File: src/rtl/mem_stage_if.sv
// Memory-side bus of the MEM stage: one outstanding request at a time.
//
// Handshake: the master holds mem_req_o high together with a stable
// mem_addr_o / mem_we_o / mem_be_o / mem_wdata_o until the slave returns
// mem_ack_i for exactly one cycle; the access completes on the rising edge
// where mem_req_o (or the pending access) and mem_ack_i are both seen.
// For loads mem_rdata_i must be valid in the same cycle as mem_ack_i.
// mem_ack_i while no access is pending carries no meaning and is ignored.
interface mem_stage_if;
    logic        mem_req_o;
    logic        mem_we_o;
    logic [31:0] mem_addr_o;
    logic [31:0] mem_wdata_o;
    logic [3:0]  mem_be_o;
    logic        mem_ack_i;
    logic [31:0] mem_rdata_i;

    // Pipeline side issuing accesses
    modport master (
        output mem_req_o,
        output mem_we_o,
        output mem_addr_o,
        output mem_wdata_o,
        output mem_be_o,
        input  mem_ack_i,
        input  mem_rdata_i
    );

    // Memory side answering accesses
    modport slave (
        input  mem_req_o,
        input  mem_we_o,
        input  mem_addr_o,
        input  mem_wdata_o,
        input  mem_be_o,
        output mem_ack_i,
        output mem_rdata_i
    );
endinterface

File: src/rtl/mem_stage.sv
// MEM pipeline stage: turns a load/store from EX/MEM into a word-aligned
// memory access, stalls the front of the pipeline until the memory
// answers (or a timeout fires), and formats load data for MEM/WB.
// The FSM state is exported on state_o for observation.
module mem_stage #(
    parameter int unsigned TIMEOUT = 255
) (
    input  logic        clk_i,
    input  logic        rst_i,
    input  logic        MemRead_i,
    input  logic        MemWrite_i,
    input  logic [2:0]  funct3_i,
    input  logic [31:0] addr_i,
    input  logic [31:0] wdata_i,
    mem_stage_if.master mem,
    output logic [31:0] MemRdata_o,
    output logic        stall_o,
    output logic        access_err_o,
    output logic        timeout_o,
    output logic [1:0]  state_o
);

    typedef enum logic [1:0] {
        IDLE = 2'd0,
        WAIT = 2'd1,
        DONE = 2'd2
    } state_t;

    localparam logic [15:0] TMO = 16'(TIMEOUT);

    state_t      state_q;
    state_t      state_d;
    logic [15:0] cnt_q;
    logic [1:0]  addr_lo_q;
    logic [2:0]  funct3_q;

    logic        valid;
    logic        is_store;
    logic        legal;
    logic        accept;
    logic        reject;
    logic        wait_expired;
    logic [31:0] st_wdata;
    logic [3:0]  st_be;
    logic [31:0] rd_shifted;
    logic [31:0] ld_data;

    // A simultaneous read and write request is handled as a store
    assign valid    = MemRead_i | MemWrite_i;
    assign is_store = MemWrite_i;

    // Alignment and encoding check of the incoming access
    always_comb begin
        legal = 1'b0;
        case (funct3_i)
            3'b000:  legal = 1'b1;
            3'b001:  legal = ~addr_i[0];
            3'b010:  legal = (addr_i[1:0] == 2'b00);
            3'b100:  legal = ~is_store;
            3'b101:  legal = ~is_store & ~addr_i[0];
            default: legal = 1'b0;
        endcase
    end

    assign accept       = (state_q == IDLE) & valid & legal;
    assign reject       = (state_q == IDLE) & valid & ~legal;
    assign wait_expired = (state_q == WAIT) & (cnt_q == TMO);

    // Store lane replication and byte enables; loads always read the full word
    always_comb begin
        st_wdata = wdata_i;
        st_be    = 4'b1111;
        if (is_store) begin
            case (funct3_i[1:0])
                2'b00: begin
                    st_wdata = {4{wdata_i[7:0]}};
                    st_be    = 4'b0001 << addr_i[1:0];
                end
                2'b01: begin
                    st_wdata = {2{wdata_i[15:0]}};
                    st_be    = 4'b0011 << addr_i[1:0];
                end
                default: begin
                    st_wdata = wdata_i;
                    st_be    = 4'b1111;
                end
            endcase
        end
    end

    // Select the addressed byte/half of the read word and extend it
    assign rd_shifted = mem.mem_rdata_i >> {addr_lo_q, 3'b000};

    always_comb begin
        ld_data = mem.mem_rdata_i;
        case (funct3_q)
            3'b000:  ld_data = {{24{rd_shifted[7]}}, rd_shifted[7:0]};
            3'b001:  ld_data = {{16{rd_shifted[15]}}, rd_shifted[15:0]};
            3'b100:  ld_data = {24'd0, rd_shifted[7:0]};
            3'b101:  ld_data = {16'd0, rd_shifted[15:0]};
            default: ld_data = mem.mem_rdata_i;
        endcase
    end

    // State register
    always_ff @(posedge clk_i) begin
        if (rst_i) begin
            state_q <= IDLE;
        end else begin
            state_q <= state_d;
        end
    end

    // Next-state logic and combinational stage outputs
    always_comb begin
        state_d       = state_q;
        stall_o       = 1'b0;
        mem.mem_req_o = 1'b0;
        case (state_q)
            IDLE: begin
                if (accept) begin
                    state_d = WAIT;
                    stall_o = 1'b1;
                end
            end
            WAIT: begin
                stall_o       = 1'b1;
                // The request is withdrawn in the cycle the wait budget runs out
                mem.mem_req_o = ~wait_expired;
                if (mem.mem_ack_i || wait_expired) begin
                    state_d = DONE;
                end
            end
            DONE: begin
                // The pipeline advances now; the old access must not restart
                state_d = IDLE;
            end
            default: begin
                state_d = IDLE;
            end
        endcase
        if (rst_i) begin
            stall_o = 1'b0;
        end
    end

    assign state_o = state_q;

    // Access capture, wait counter, load result and status flags
    always_ff @(posedge clk_i) begin
        if (rst_i) begin
            cnt_q           <= '0;
            addr_lo_q       <= '0;
            funct3_q        <= '0;
            mem.mem_we_o    <= 1'b0;
            mem.mem_be_o    <= '0;
            mem.mem_addr_o  <= '0;
            mem.mem_wdata_o <= '0;
            MemRdata_o      <= '0;
            access_err_o    <= 1'b0;
            timeout_o       <= 1'b0;
        end else begin
            access_err_o <= reject;
            if (accept) begin
                cnt_q           <= '0;
                addr_lo_q       <= addr_i[1:0];
                funct3_q        <= funct3_i;
                mem.mem_we_o    <= is_store;
                mem.mem_be_o    <= st_be;
                mem.mem_addr_o  <= {addr_i[31:2], 2'b00};
                mem.mem_wdata_o <= st_wdata;
            end
            if (reject) begin
                MemRdata_o <= '0;
            end
            if (state_q == WAIT) begin
                if (mem.mem_ack_i) begin
                    // An ack arriving with the expiring count still completes normally
                    if (!mem.mem_we_o) begin
                        MemRdata_o <= ld_data;
                    end
                end else if (wait_expired) begin
                    timeout_o  <= 1'b1;
                    MemRdata_o <= '0;
                end else begin
                    cnt_q <= cnt_q + 16'd1;
                end
            end
        end
    end

endmodule

File: src/flat_wrapper.sv
// flat-port wrapper written by rule: the top's interface ports become plain ports
module mem_stage_flat 
#(
    parameter int unsigned TIMEOUT = 255
)
  (clk_i, rst_i, MemRead_i, MemWrite_i, funct3_i, addr_i, wdata_i, MemRdata_o, stall_o, access_err_o, timeout_o, state_o, mem_mem_req_o, mem_mem_we_o, mem_mem_addr_o, mem_mem_wdata_o, mem_mem_be_o, mem_mem_ack_i, mem_mem_rdata_i);
  mem_stage_if mem_i ();
  input  logic clk_i;
  input  logic rst_i;
  input  logic MemRead_i;
  input  logic MemWrite_i;
  input  logic [2:0] funct3_i;
  input  logic [31:0] addr_i;
  input  logic [31:0] wdata_i;
  output logic [31:0] MemRdata_o;
  output logic stall_o;
  output logic access_err_o;
  output logic timeout_o;
  output logic [1:0] state_o;
  output wire logic [$bits(mem_i.mem_req_o)-1:0] mem_mem_req_o;
  output wire logic [$bits(mem_i.mem_we_o)-1:0] mem_mem_we_o;
  output wire logic [$bits(mem_i.mem_addr_o)-1:0] mem_mem_addr_o;
  output wire logic [$bits(mem_i.mem_wdata_o)-1:0] mem_mem_wdata_o;
  output wire logic [$bits(mem_i.mem_be_o)-1:0] mem_mem_be_o;
  input wire logic [$bits(mem_i.mem_ack_i)-1:0] mem_mem_ack_i;
  input wire logic [$bits(mem_i.mem_rdata_i)-1:0] mem_mem_rdata_i;
  assign mem_mem_req_o = mem_i.mem_req_o;
  assign mem_mem_we_o = mem_i.mem_we_o;
  assign mem_mem_addr_o = mem_i.mem_addr_o;
  assign mem_mem_wdata_o = mem_i.mem_wdata_o;
  assign mem_mem_be_o = mem_i.mem_be_o;
  assign mem_i.mem_ack_i = mem_mem_ack_i;
  assign mem_i.mem_rdata_i = mem_mem_rdata_i;
  mem_stage #(.TIMEOUT(TIMEOUT)) u_core (.clk_i(clk_i), .rst_i(rst_i), .MemRead_i(MemRead_i), .MemWrite_i(MemWrite_i), .funct3_i(funct3_i), .addr_i(addr_i), .wdata_i(wdata_i), .mem(mem_i), .MemRdata_o(MemRdata_o), .stall_o(stall_o), .access_err_o(access_err_o), .timeout_o(timeout_o), .state_o(state_o));
endmodule
File: config.mk
export PLATFORM = sky130hd
export DESIGN_NAME = mem_stage_flat
export DESIGN_NICKNAME = d
export VERILOG_FILES = /design/src/rtl/mem_stage_if.sv /design/src/rtl/mem_stage.sv /design/src/flat_wrapper.sv
export SDC_FILE = /design/constraint.sdc
export NUM_CORES = 1
export LEC_CHECK = 0
export CORE_AREA = 2 2 151 153
export DETAILED_ROUTE_END_ITERATION = 12
export DIE_AREA = 0 0 153 155
export SLEW_MARGIN = 0
export SYNTH_ARGS = -nofsm -noshare
export SYNTH_HDL_FRONTEND = slang
export SYNTH_SLANG_ARGS = --single-unit
File: constraint.sdc
create_clock -name clk_i -period 3.77 [get_ports clk_i]
set_clock_uncertainty 0.2 [all_clocks]
set_input_delay 1.131 -clock clk_i [delete_from_list [all_inputs] [get_ports clk_i]]
set_output_delay 1.131 -clock clk_i [all_outputs]
set_load 0.05 [all_outputs]
==> out/metrics.csv, run 1 <==
metric;value;unit
status;finished clean;
worstReg2RegEnd;u_core.mem.mem_be_o[0];
ys.flop_type;dfxtp_1;
initial_core_util;24.50;%
seq_area_frac_synth;45.58;%
slew_headroom;41.25;%
worst_slew_pin_slew;881.2;ps
grt_pass1_vias;5319;
antenna_found_initial;1;
hold_buffers;0;
r2r-start;u_core.state_o[1];
cts_tree;built;
cp_max_fo;2;
synth_edf_count;0;
coreArea;22230;µm²
hpwl;12540;µm
chipHeight;155;µm
cts_root_buf;clkbuf_16;
nNetsFinal;952;
grt_overflow_total;0;
crit_path_end_kind;output port;
hold_viol;0;
fp.dieW;153;µm
cp_data_required_time;2440;ps
yosysWarnings;0;
fin_area;8543;µm²
grt_pass1_wl;28860;µm
grt-busiest-layer;met2;
final_util;38.44;%
avgRoutedWirePerCell;15.66;µm
irDropWorstVdd;0.0002936;V
drt_first_pass_iters;6;
maxCapViolCount;0;
clk_pin_slew;60;ps
leakagePower;3.005;nW
drc;0;
clock_sinks;124;
dieArea;23720;µm²
hold_path_class;reg2reg;
synth_cells;642;
met3_usage;6.128;%
rrSetupSlack;1310;ps
grt_util_met1;20.23;%
hold_start;u_core.mem.mem_wdata_o[8];
finalCritPeriodShare;98.53;%
dr_total_vias;5390;
grt_max_degree;86;
wirelength;17950;µm
post_dp_cell_area;7933;µm²
max_freq;269.2;MHz
rows;55;
vias_per_cell;4.703;
syn_area;5446;µm²
whs_endpoint;u_core.mem.mem_wdata_o[8];
gp_congestion;0.7978;
ctsHtreeMaxLevel;4;
synth_area_per_cell;8.484;µm²
yosys_register_bits;124;
power_density;446.5;nW/µm²
slew_viol_final;0;
drive_gt1_share;9.535;%
track_usage;15.06;%
r2r_cells;6;
clk_latency;420;ps
portBuffers;208;
setup_violations;0;
syn_to_final_growth;56.86;%
async_flop_share;0;%
cp.arrival;2380;ps
gr-usage-met2;22.04;%
ys_types;54;
crit_path_start_kind;input pin;
min_path_cells;2;
cts_made_buffers;17;
clockBufferDepth;2;
critPathKind;in2out;
hold_ws;249.2;ps
drtAntennaViolNets;0;
finalCriticalPeriod;3715;ps
rsz0062_at_grt;no;
io_pins;211;
fillers;2305;
drt_iter0_drc;260;
worst max path at each step:
stage / startpoint / slack [ps] / endpoint / cells after the start
global placement: funct3_i[2] / -240 / stall_o / 6
global route: addr_i[1] / 5 / stall_o / 6
finish: addr_i[1] / 60 / stall_o / 6
CTS: funct3_i[2] / 5 / stall_o / 6
floorplan: addr_i[0] / -2 / stall_o / 6
detailed placement: funct3_i[2] / -300 / stall_o / 6
Yosys cell counts, types with 4 or more instances:
| master | count | share of area (%) |
|---|---|---|
| nor3_1 | 7 | 0.64 |
| nor2_1 | 52 | 3.6 |
| nor2b_1 | 10 | 1.1 |
| buf_2 | 5 | 0.46 |
| o211ai_1 | 22 | 3.0 |
| mux2_1 | 5 | 1.0 |
| o21ai_0 | 10 | 0.92 |
| a221o_1 | 23 | 4.2 |
| and3_1 | 4 | 0.46 |
| a21oi_1 | 83 | 7.6 |
| nand4_1 | 4 | 0.46 |
| o21a_1 | 4 | 0.55 |
| a211oi_1 | 8 | 1.1 |
| nand3_1 | 10 | 0.92 |
| clkbuf_1 | 33 | 2.3 |
| mux2i_1 | 24 | 4.4 |
| a211o_1 | 5 | 0.80 |
| dfxtp_1 | 124 | 46 |
| buf_1 | 8 | 0.55 |
| nand2_1 | 130 | 9.0 |
| nand2b_1 | 4 | 0.46 |
| a221oi_1 | 6 | 0.96 |
| inv_1 | 5 | 0.34 |
| buf_6 | 4 | 0.83 |
| xnor2_1 | 6 | 0.96 |
sequential cells by signal, summed over array words and instances (netlist names):
name	cells
u_core.MemRdata_o	32
u_core.mem.mem_be_o	4
u_core.mem.mem_addr_o	30
u_core.cnt_q	16
u_core.state_o	2
u_core.mem.mem_we_o	1
u_core.access_err_o	1
u_core.timeout_o	1
u_core.addr_lo_q	2
u_core.funct3_q	3
u_core.mem.mem_wdata_o	32
per-layer routing:
| metal | up-vias | wire length [µm] |
|---|---|---|
| li1 | 2690 | - |
| met1 | 2495 | 8421 |
| met2 | 186 | 7667 |
| met3 | 19 | 1565 |
| met4 | 0 | 297 |
| met5 | - | 0 |
placed cells by master (no fill, tap or decap), types with 5 or more instances in the layout:
cell and count:
a21oi_1 83, nand2_1 130, nor2b_1 9, o21ai_0 10, a211o_1 5, a211oi_1 8, nor3_1 5, nand3_1 10
buf_4 30, clkdlybuf4s50_1 199, o211ai_1 22, nor2_1 51, inv_1 5, a221o_1 23, a221oi_1 6, mux2i_1 24
clkbuf_16 17, xnor2_1 6, mux2_1 5, dfxtp_1 124
final cells by class:
class,count,area (µm²),area share [%]
clock buffer,19,442.9,5.185
timing repair buffer,238,2318,27.14
sequential,124,2482,29.06
antenna,1,2.502,0.02929
inverter,5,18.77,0.2197
multi-input combinational,461,2780,32.54
tap,285,356.6,4.174
clock inverter,13,141.4,1.655
worst max-delay path: stages:
cell           delay [ps]
dlygate4sd2_1         290
nor4_4                320
o221a_4               270
nor2_4                 50
nor3_4                150
buf_12                160
what timing repair did:
action | 4_1_cts | 5_1_grt
gates resized for setup | 8 | 2
pin swaps | 5 | 3
endpoints found under the setup margin | 1 | 1
buffers inserted | 3 | 1
logic make-up (layout without fill, tap and decap cells):
logic type | after synthesis | in the layout | synth area share (%)
compound gates | 177 | 177 | 22.17
xor+xnor | 8 | 8 | 1.287
fa+ha+maj | 1 | 1 | 0.2297
buf+inv | 58 | 275 | 4.870
flops | 124 | 124 | 45.58
mux | 31 | 31 | 5.858
other cells | 1 | 3 | 0.06885
simple gates | 242 | 242 | 19.94
power breakdown:
group | total, mW | switching (mW) | internal [mW]
clock network | 1.63 | 0.634 | 0.995
registers | 1.41 | 0.0390 | 1.37
logic | 0.773 | 0.466 | 0.307
per-stage QoR:
| stage | power, mW | instances | setup WS [ps] | setup TNS [ps] |
|---|---|---|---|---|
| floorplan | 1.886 | 643 | -1.744 | -1.744 |
| global placement | 2.212 | 1109 | -244.3 | -244.3 |
| detailed placement | 2.215 | 1109 | -299.0 | -299.0 |
| CTS | 3.871 | 1144 | 5.013 | 0 |
| global route | 3.982 | 1146 | 5.050 | 0 |
| finish | 3.814 | 1146 | 55.33 | 0 |
No activity file was read; power rests on OpenSTA's default activity.
==> run 2, diff against run 1 <==
--- a/config.mk
+++ b/config.mk
@@ -8,6 +8,7 @@
 export CORE_AREA = 2 2 151 153
 export DETAILED_ROUTE_END_ITERATION = 12
 export DIE_AREA = 0 0 153 155
+export GPL_TIMING_DRIVEN = 0
 export SLEW_MARGIN = 0
 export SYNTH_ARGS = -nofsm -noshare
 export SYNTH_HDL_FRONTEND = slang
==> run 2 against run 1 <==
  * Register-to-register slack worse by 100 ps
  * Critical path depth stayed put
  * Clock power is 2% higher
  * Highest routed layer unchanged
==> out/metrics.csv, run 2 (same netlist as run 1, synthesis figures left out) <==
metric;value;unit;change
finalCriticalPeriod;3727;ps;+12.11 ps
chipHeight;155;µm;unchanged
hold_viol;0;;unchanged
top_regs;u_core.MemRdata_o x32, u_core.mem.mem_wdata_o x32, u_core.mem.mem_addr_o x30;;
worst_slew_pin_slew;845.8;ps;-35.36 ps
cts_made_buffers;17;;unchanged
dr_total_vias;5568;;+3.3%
coreArea;22230;µm²;unchanged
fin_area;8546;µm²;about the same
finalCritPeriodShare;98.85;%;+0.32 points
cts_tree;built;;
hpwl;14290;µm;+14%
setup_violations;0;;unchanged
portBuffers;206;;-0.96%
crit_path_end_kind;output port;;
drive_gt1_share;7.797;%;-1.7 points
final_common_cell;clkdlybuf4s50_1;;
drt_iter0_drc;208;;-20%
status;finished clean;;
slowest_stage;a221oi_4;;
hold_path_class;reg2reg;;
hold_buffers;0;;unchanged
nNetsFinal;977;;+2.6%
grt_overflow_total;0;;unchanged
gp_congestion;0.7872;;-1.3%
hold_ws;251.1;ps;+1.923 ps
track_usage;16.15;%;+1.1 points
setup_ws;43.22;ps;-12.11 ps
leakagePower;2.985;nW;-0.68%
grt_pass1_vias;5532;;+4.0%
clock_sinks;124;;unchanged
max_stage_delay;330;ps;about the same
irDropWorstVdd;0.0002822;V;-3.9%
cts_root_buf;clkbuf_16;;
syn_to_final_growth;56.90;%;about the same
clockBufferDepth;2;;unchanged
io_pins;211;;unchanged
diodes;0;;-1
final_cell_mix;clkdlybuf4s50_1, nand2_1, dfxtp_1;;
rows;55;;unchanged
avgRoutedWirePerCell;16.58;µm;+5.8%
setup_tns;0;ps;unchanged
cp.arrival;2400;ps;+20 ps
slew_headroom;43.61;%;+2.4 points
total_power;3.866;mW;+1.4%
clk_pin_slew;60;ps;about the same
drc;0;;unchanged
clk_latency;410;ps;about the same
cp_max_fo;7;;+5
rsz0062_at_grt;yes;;
grt_pass1_wl;30300;µm;+5.0%
maxCapViolCount;0;;unchanged
max_freq;268.3;MHz;-0.33%
ctsHtreeMaxLevel;4;;unchanged
fp.dieW;153;µm;unchanged
wirelength;19400;µm;+8.1%
grt_max_degree;17;;-80%
crit_path_start_kind;input pin;;
dieArea;23720;µm²;unchanged
path_cells;clkdlybuf4s15_2 > a221oi_4 > o221a_4 > nor2_4 > nor3_4 > buf_6;;
slew_viol_final;0;;unchanged
post_dp_cell_area;7930;µm²;about the same
path_buf_inv;2;;unchanged
critPathKind;in2out;;
antenna_found_initial;0;;-1
power_density;452.4;nW/µm²;+1.3%
drt_first_pass_iters;5;;-1
vias_per_cell;4.759;;+1.2%
pre_cts_slack;-1260;ps;-961.4 ps
cp_data_required_time;2440;ps;about the same
drtAntennaViolNets;0;;unchanged
initial_core_util;24.50;%;unchanged
critPathTopFamily;compound AO/OA/AOI/OAI gates;;
==> run 2: changes by cell type in the layout (fill, tap and decap cells not counted), moves of 2 or more <==
cell / delta
buf_12: -2
buf_2: +7
dlygate4sd2_1: -2
buf_1: +8
buf_6: +3
buf_4: -21
clkbuf_1: +30
clkbuf_8: +2
==> run 2: final timing paths <==
| path | start | cells past startpoint | end | slack [ps] |
|---|---|---|---|---|
| setup reg to reg | u_core.state_o[0] | 7 | u_core.MemRdata_o[31] | 1210 |
| setup / recovery | funct3_i[2] | 6 | stall_o | 40 |
| hold / removal | u_core.mem.mem_wdata_o[30] | 2 | u_core.mem.mem_wdata_o[30] | 250 |
| hold reg to reg | u_core.mem.mem_wdata_o[30] | 2 | u_core.mem.mem_wdata_o[30] | 250 |
==> run 2: metrics by stage <==
stage	util (%)	cells
after floorplan	-	643
after global placement	35.68	1134
after detailed placement	35.68	1134
after CTS	38.46	1168
after global routing	38.45	1170
final	38.45	1170
==> run 2: repair_timing <==
| item | in CTS | in global routing |
|---|---|---|
| gates resized for setup | 19 | 6 |
| pin swaps | 2 | 4 |
| setup buffers | 2 | 4 |
| endpoints found under the setup margin | 2 | 2 |
==> run 2: layout make-up <==
type / instances / area, µm²
Fill cell: 2280 / 13680
Inverter: 5 / 18.77
Tap cell: 285 / 356.6
Sequential cell: 124 / 2482
Timing Repair Buffer: 212 / 2092
Multi-Input combinational cell: 461 / 2750
Clock buffer: 20 / 466.7
Buffer: 51 / 242.7
Clock inverter: 12 / 136.4
==> run 2: metal layers <==
| metal | wire length (µm) | up-vias | GRT usage (%) |
|---|---|---|---|
| met5 | 0 | - | 0 |
| met4 | 161 | 0 | 3.748 |
| met3 | 1697 | 10 | 6.713 |
| met2 | 8816 | 173 | 25.88 |
| met1 | 8725 | 2644 | 20.32 |
| li1 | - | 2741 | - |
==> run 2: tightest hold or removal path, delay by kind of cell (launching register included) <==
kind / cells / cell delay [ps]
AO/OA/AOI/OAI: 1 / 50
flip-flops: 1 / 310
AND/OR/NAND/NOR: 1 / 50
==> run 2: power by group <==
part / internal [mW] / switching (mW)
Sequential: 1.37 / 0.0377
Combinational: 0.302 / 0.480
Clock: 1.03 / 0.641
Total: 2.71 / 1.16
==> run 3, diff against run 2 <==
--- a/config.mk
+++ b/config.mk
@@ -6,6 +6,8 @@
 export NUM_CORES = 1
 export LEC_CHECK = 0
 export CORE_AREA = 2 2 151 153
+export CTS_BUF_LIST = sky130_fd_sc_hd__clkbuf_16
+export CTS_CLUSTER_SIZE = 25
 export DETAILED_ROUTE_END_ITERATION = 12
 export DIE_AREA = 0 0 153 155
 export GPL_TIMING_DRIVEN = 0
==> constraint.sdc (replaced) <==
create_clock -name clk_i -period 4.8 [get_ports clk_i]
set_clock_uncertainty 0.2 [all_clocks]
set_input_delay 1.44 -clock clk_i [delete_from_list [all_inputs] [get_ports clk_i]]
set_output_delay 1.44 -clock clk_i [all_outputs]
set_load 0.05 [all_outputs]
==> run 3 against run 2 <==
  * Total power is 23% lower
  * Routed wire length is 0.60% higher
  * Die area stayed put
  * Critical path depth stayed put
  * Critical endpoint unchanged
==> out/metrics.csv, run 3 (same netlist as run 1, synthesis figures left out) <==
metric;value;unit;change
hpwl;14360;µm;+0.49%
syn_to_final_growth;55.57;%;
clk_pin_slew;50;ps;about the same
hold_buffers;0;;unchanged
wirelength;19520;µm;+0.60%
drt_first_pass_iters;5;;unchanged
io_pins;211;;unchanged
r2r-start;u_core.state_o[0];;
leakagePower;2.943;nW;-1.4%
final_cell_mix;clkdlybuf4s50_1, nand2_1, dfxtp_1;;
nNetsFinal;974;;-0.31%
hold_start;u_core.MemRdata_o[7];;
cp.arrival;3030;ps;+630 ps
gp_congestion;0.8137;;+3.4%
dieArea;23720;µm²;unchanged
grt_max_degree;17;;unchanged
post_dp_cell_area;7874;µm²;-0.71%
worstReg2RegEnd;u_core.MemRdata_o[30];;
maxCapViolCount;0;;unchanged
initial_core_util;24.50;%;unchanged
portBuffers;206;;unchanged
coreArea;22230;µm²;unchanged
finalCriticalPeriod;4671;ps;
status;finished clean;;
cts_root_buf;clkbuf_16;;
grt_overflow_total;0;;unchanged
cts_tree;built;;
min_path_cells;2;;unchanged
vias_per_cell;4.709;;-1.1%
pre_cts_slack;-1211;ps;+49.79 ps
clk_latency;410;ps;about the same
cp_max_fo;7;;unchanged
critPathKind;in2out;;
antenna_found_initial;1;;+1
post-place-cells;1134;;unchanged
hold_viol;0;;unchanged
drive_gt1_share;6.349;%;-1.4 points
grt_pass1_vias;5387;;-2.6%
finalCritPeriodShare;97.32;%;
grt_pass1_wl;30210;µm;-0.29%
whs_endpoint;u_core.MemRdata_o[7];;
slew_headroom;46.02;%;+2.4 points
setup_violations;0;;unchanged
dr_total_vias;5500;;-1.2%
ctsHtreeMaxLevel;4;;unchanged
layoutNonFillerInstCount;1168;;-0.17%
setup_tns;0;ps;unchanged
drt_iter0_drc;317;;+52%
worst_slew_pin_slew;809.8;ps;-36.08 ps
fin_area;8473;µm²;-0.85%
rrSetupSlack;2260;ps;+1050 ps
final_util;38.12;%;-0.33 points
setup_ws;128.7;ps;+85.45 ps
max_freq;214.1;MHz;
track_usage;16.23;%;+0.079 points
slew_viol_final;0;;unchanged
rows;55;;unchanged
clockBufferDepth;2;;unchanged
avgRoutedWirePerCell;16.71;µm;+0.78%
fp.dieW;153;µm;unchanged
final_common_cell;clkdlybuf4s50_1;;
r2r_cells;7;;unchanged
drc;0;;unchanged
rsz0062_at_grt;no;;
crit_path_end_kind;output port;;
clock_sinks;124;;unchanged
chipHeight;155;µm;unchanged
drtAntennaViolNets;0;;unchanged
power_density;349.1;nW/µm²;-23%
cts_made_buffers;17;;unchanged
crit_path_start_kind;input pin;;
irDropWorstVdd;0.0002150;V;-24%
hold_path_class;reg2reg;;
top_regs;u_core.MemRdata_o x32, u_core.mem.mem_wdata_o x32, u_core.mem.mem_addr_o x30;;
cp_data_required_time;3160;ps;+720 ps
-- run 3: cell types whose count changed in the layout (fill, tap and decap cells not counted), moves of 2 or more --
cell,before,now
buf_4,9,6
inv_6,3,0
clkinv_1,0,4
buf_2,7,5
clkinv_2,2,5
clkdlybuf4s50_1,199,204
dlygate4sd2_1,2,0
clkbuf_8,3,0
-- run 3: cell type report --
class | count | area, µm²
clock inverters | 15 | 131.4
repair buffers | 208 | 2077
well taps | 285 | 356.6
inverters | 5 | 18.77
flip-flops and latches | 124 | 2482
multi-input cells | 461 | 2736
plain buffers | 52 | 242.7
diodes | 1 | 2.502
clock buffers | 17 | 425.4
fillers | 2288 | 13750
-- run 3: worst max-delay path: stages --
cell,delay (ps)
clkdlybuf4s50_1,590
nor4_4,320
o221a_4,240
nor2_1,40
nor3_2,160
buf_4,240
-- run 3: worst max path at each step --
stage                 from       to  slack [ps]  cells past startpoint
4_1_cts          addr_i[1]  stall_o          10                      6
5_1_grt        funct3_i[0]  stall_o          30                      6
3_3_place_gp     addr_i[1]  stall_o       -1190                      7
2_1_floorplan    addr_i[0]  stall_o          40                      6
3_5_place_dp     addr_i[1]  stall_o       -1210                      7
6_report         addr_i[1]  stall_o         130                      6
-- run 3: what timing repair did --
action                     4_1_cts  5_1_grt
buffers inserted                 1        1
resized for setup                9        1
pin swaps                        2        1
setup endpoints to repair        1        1
-- run 3: where the power goes --
part | leakage, nW | switching [mW] | internal (mW) | total, mW
combinational | 1.67 | 0.376 | 0.234 | 0.610
clock | 0.268 | 0.488 | 0.752 | 1.24
sequential | 1.01 | 0.0290 | 1.08 | 1.11
-- run 3: routing by layer --
metal | routed length, µm | GRT usage [%] | part of all wire (%) | vias to the layer above
met5 | 0 | 0 | 0 | -
met4 | 161 | 4.145 | 0.82 | 0
met3 | 1589 | 6.741 | 8.1 | 12
met2 | 8773 | 25.03 | 45 | 201
met1 | 8992 | 21.07 | 46 | 2547
li1 | - | - | - | 2740
-- run 3: metrics by stage --
stage / power [mW] / hold WS [ps]
floorplan: 1.476 / 257.8
global placement: 1.735 / 239.6
detailed placement: 1.738 / 245.4
CTS: 2.995 / 253.4
global route: 3.081 / 268.6
finish: 2.958 / 251.5
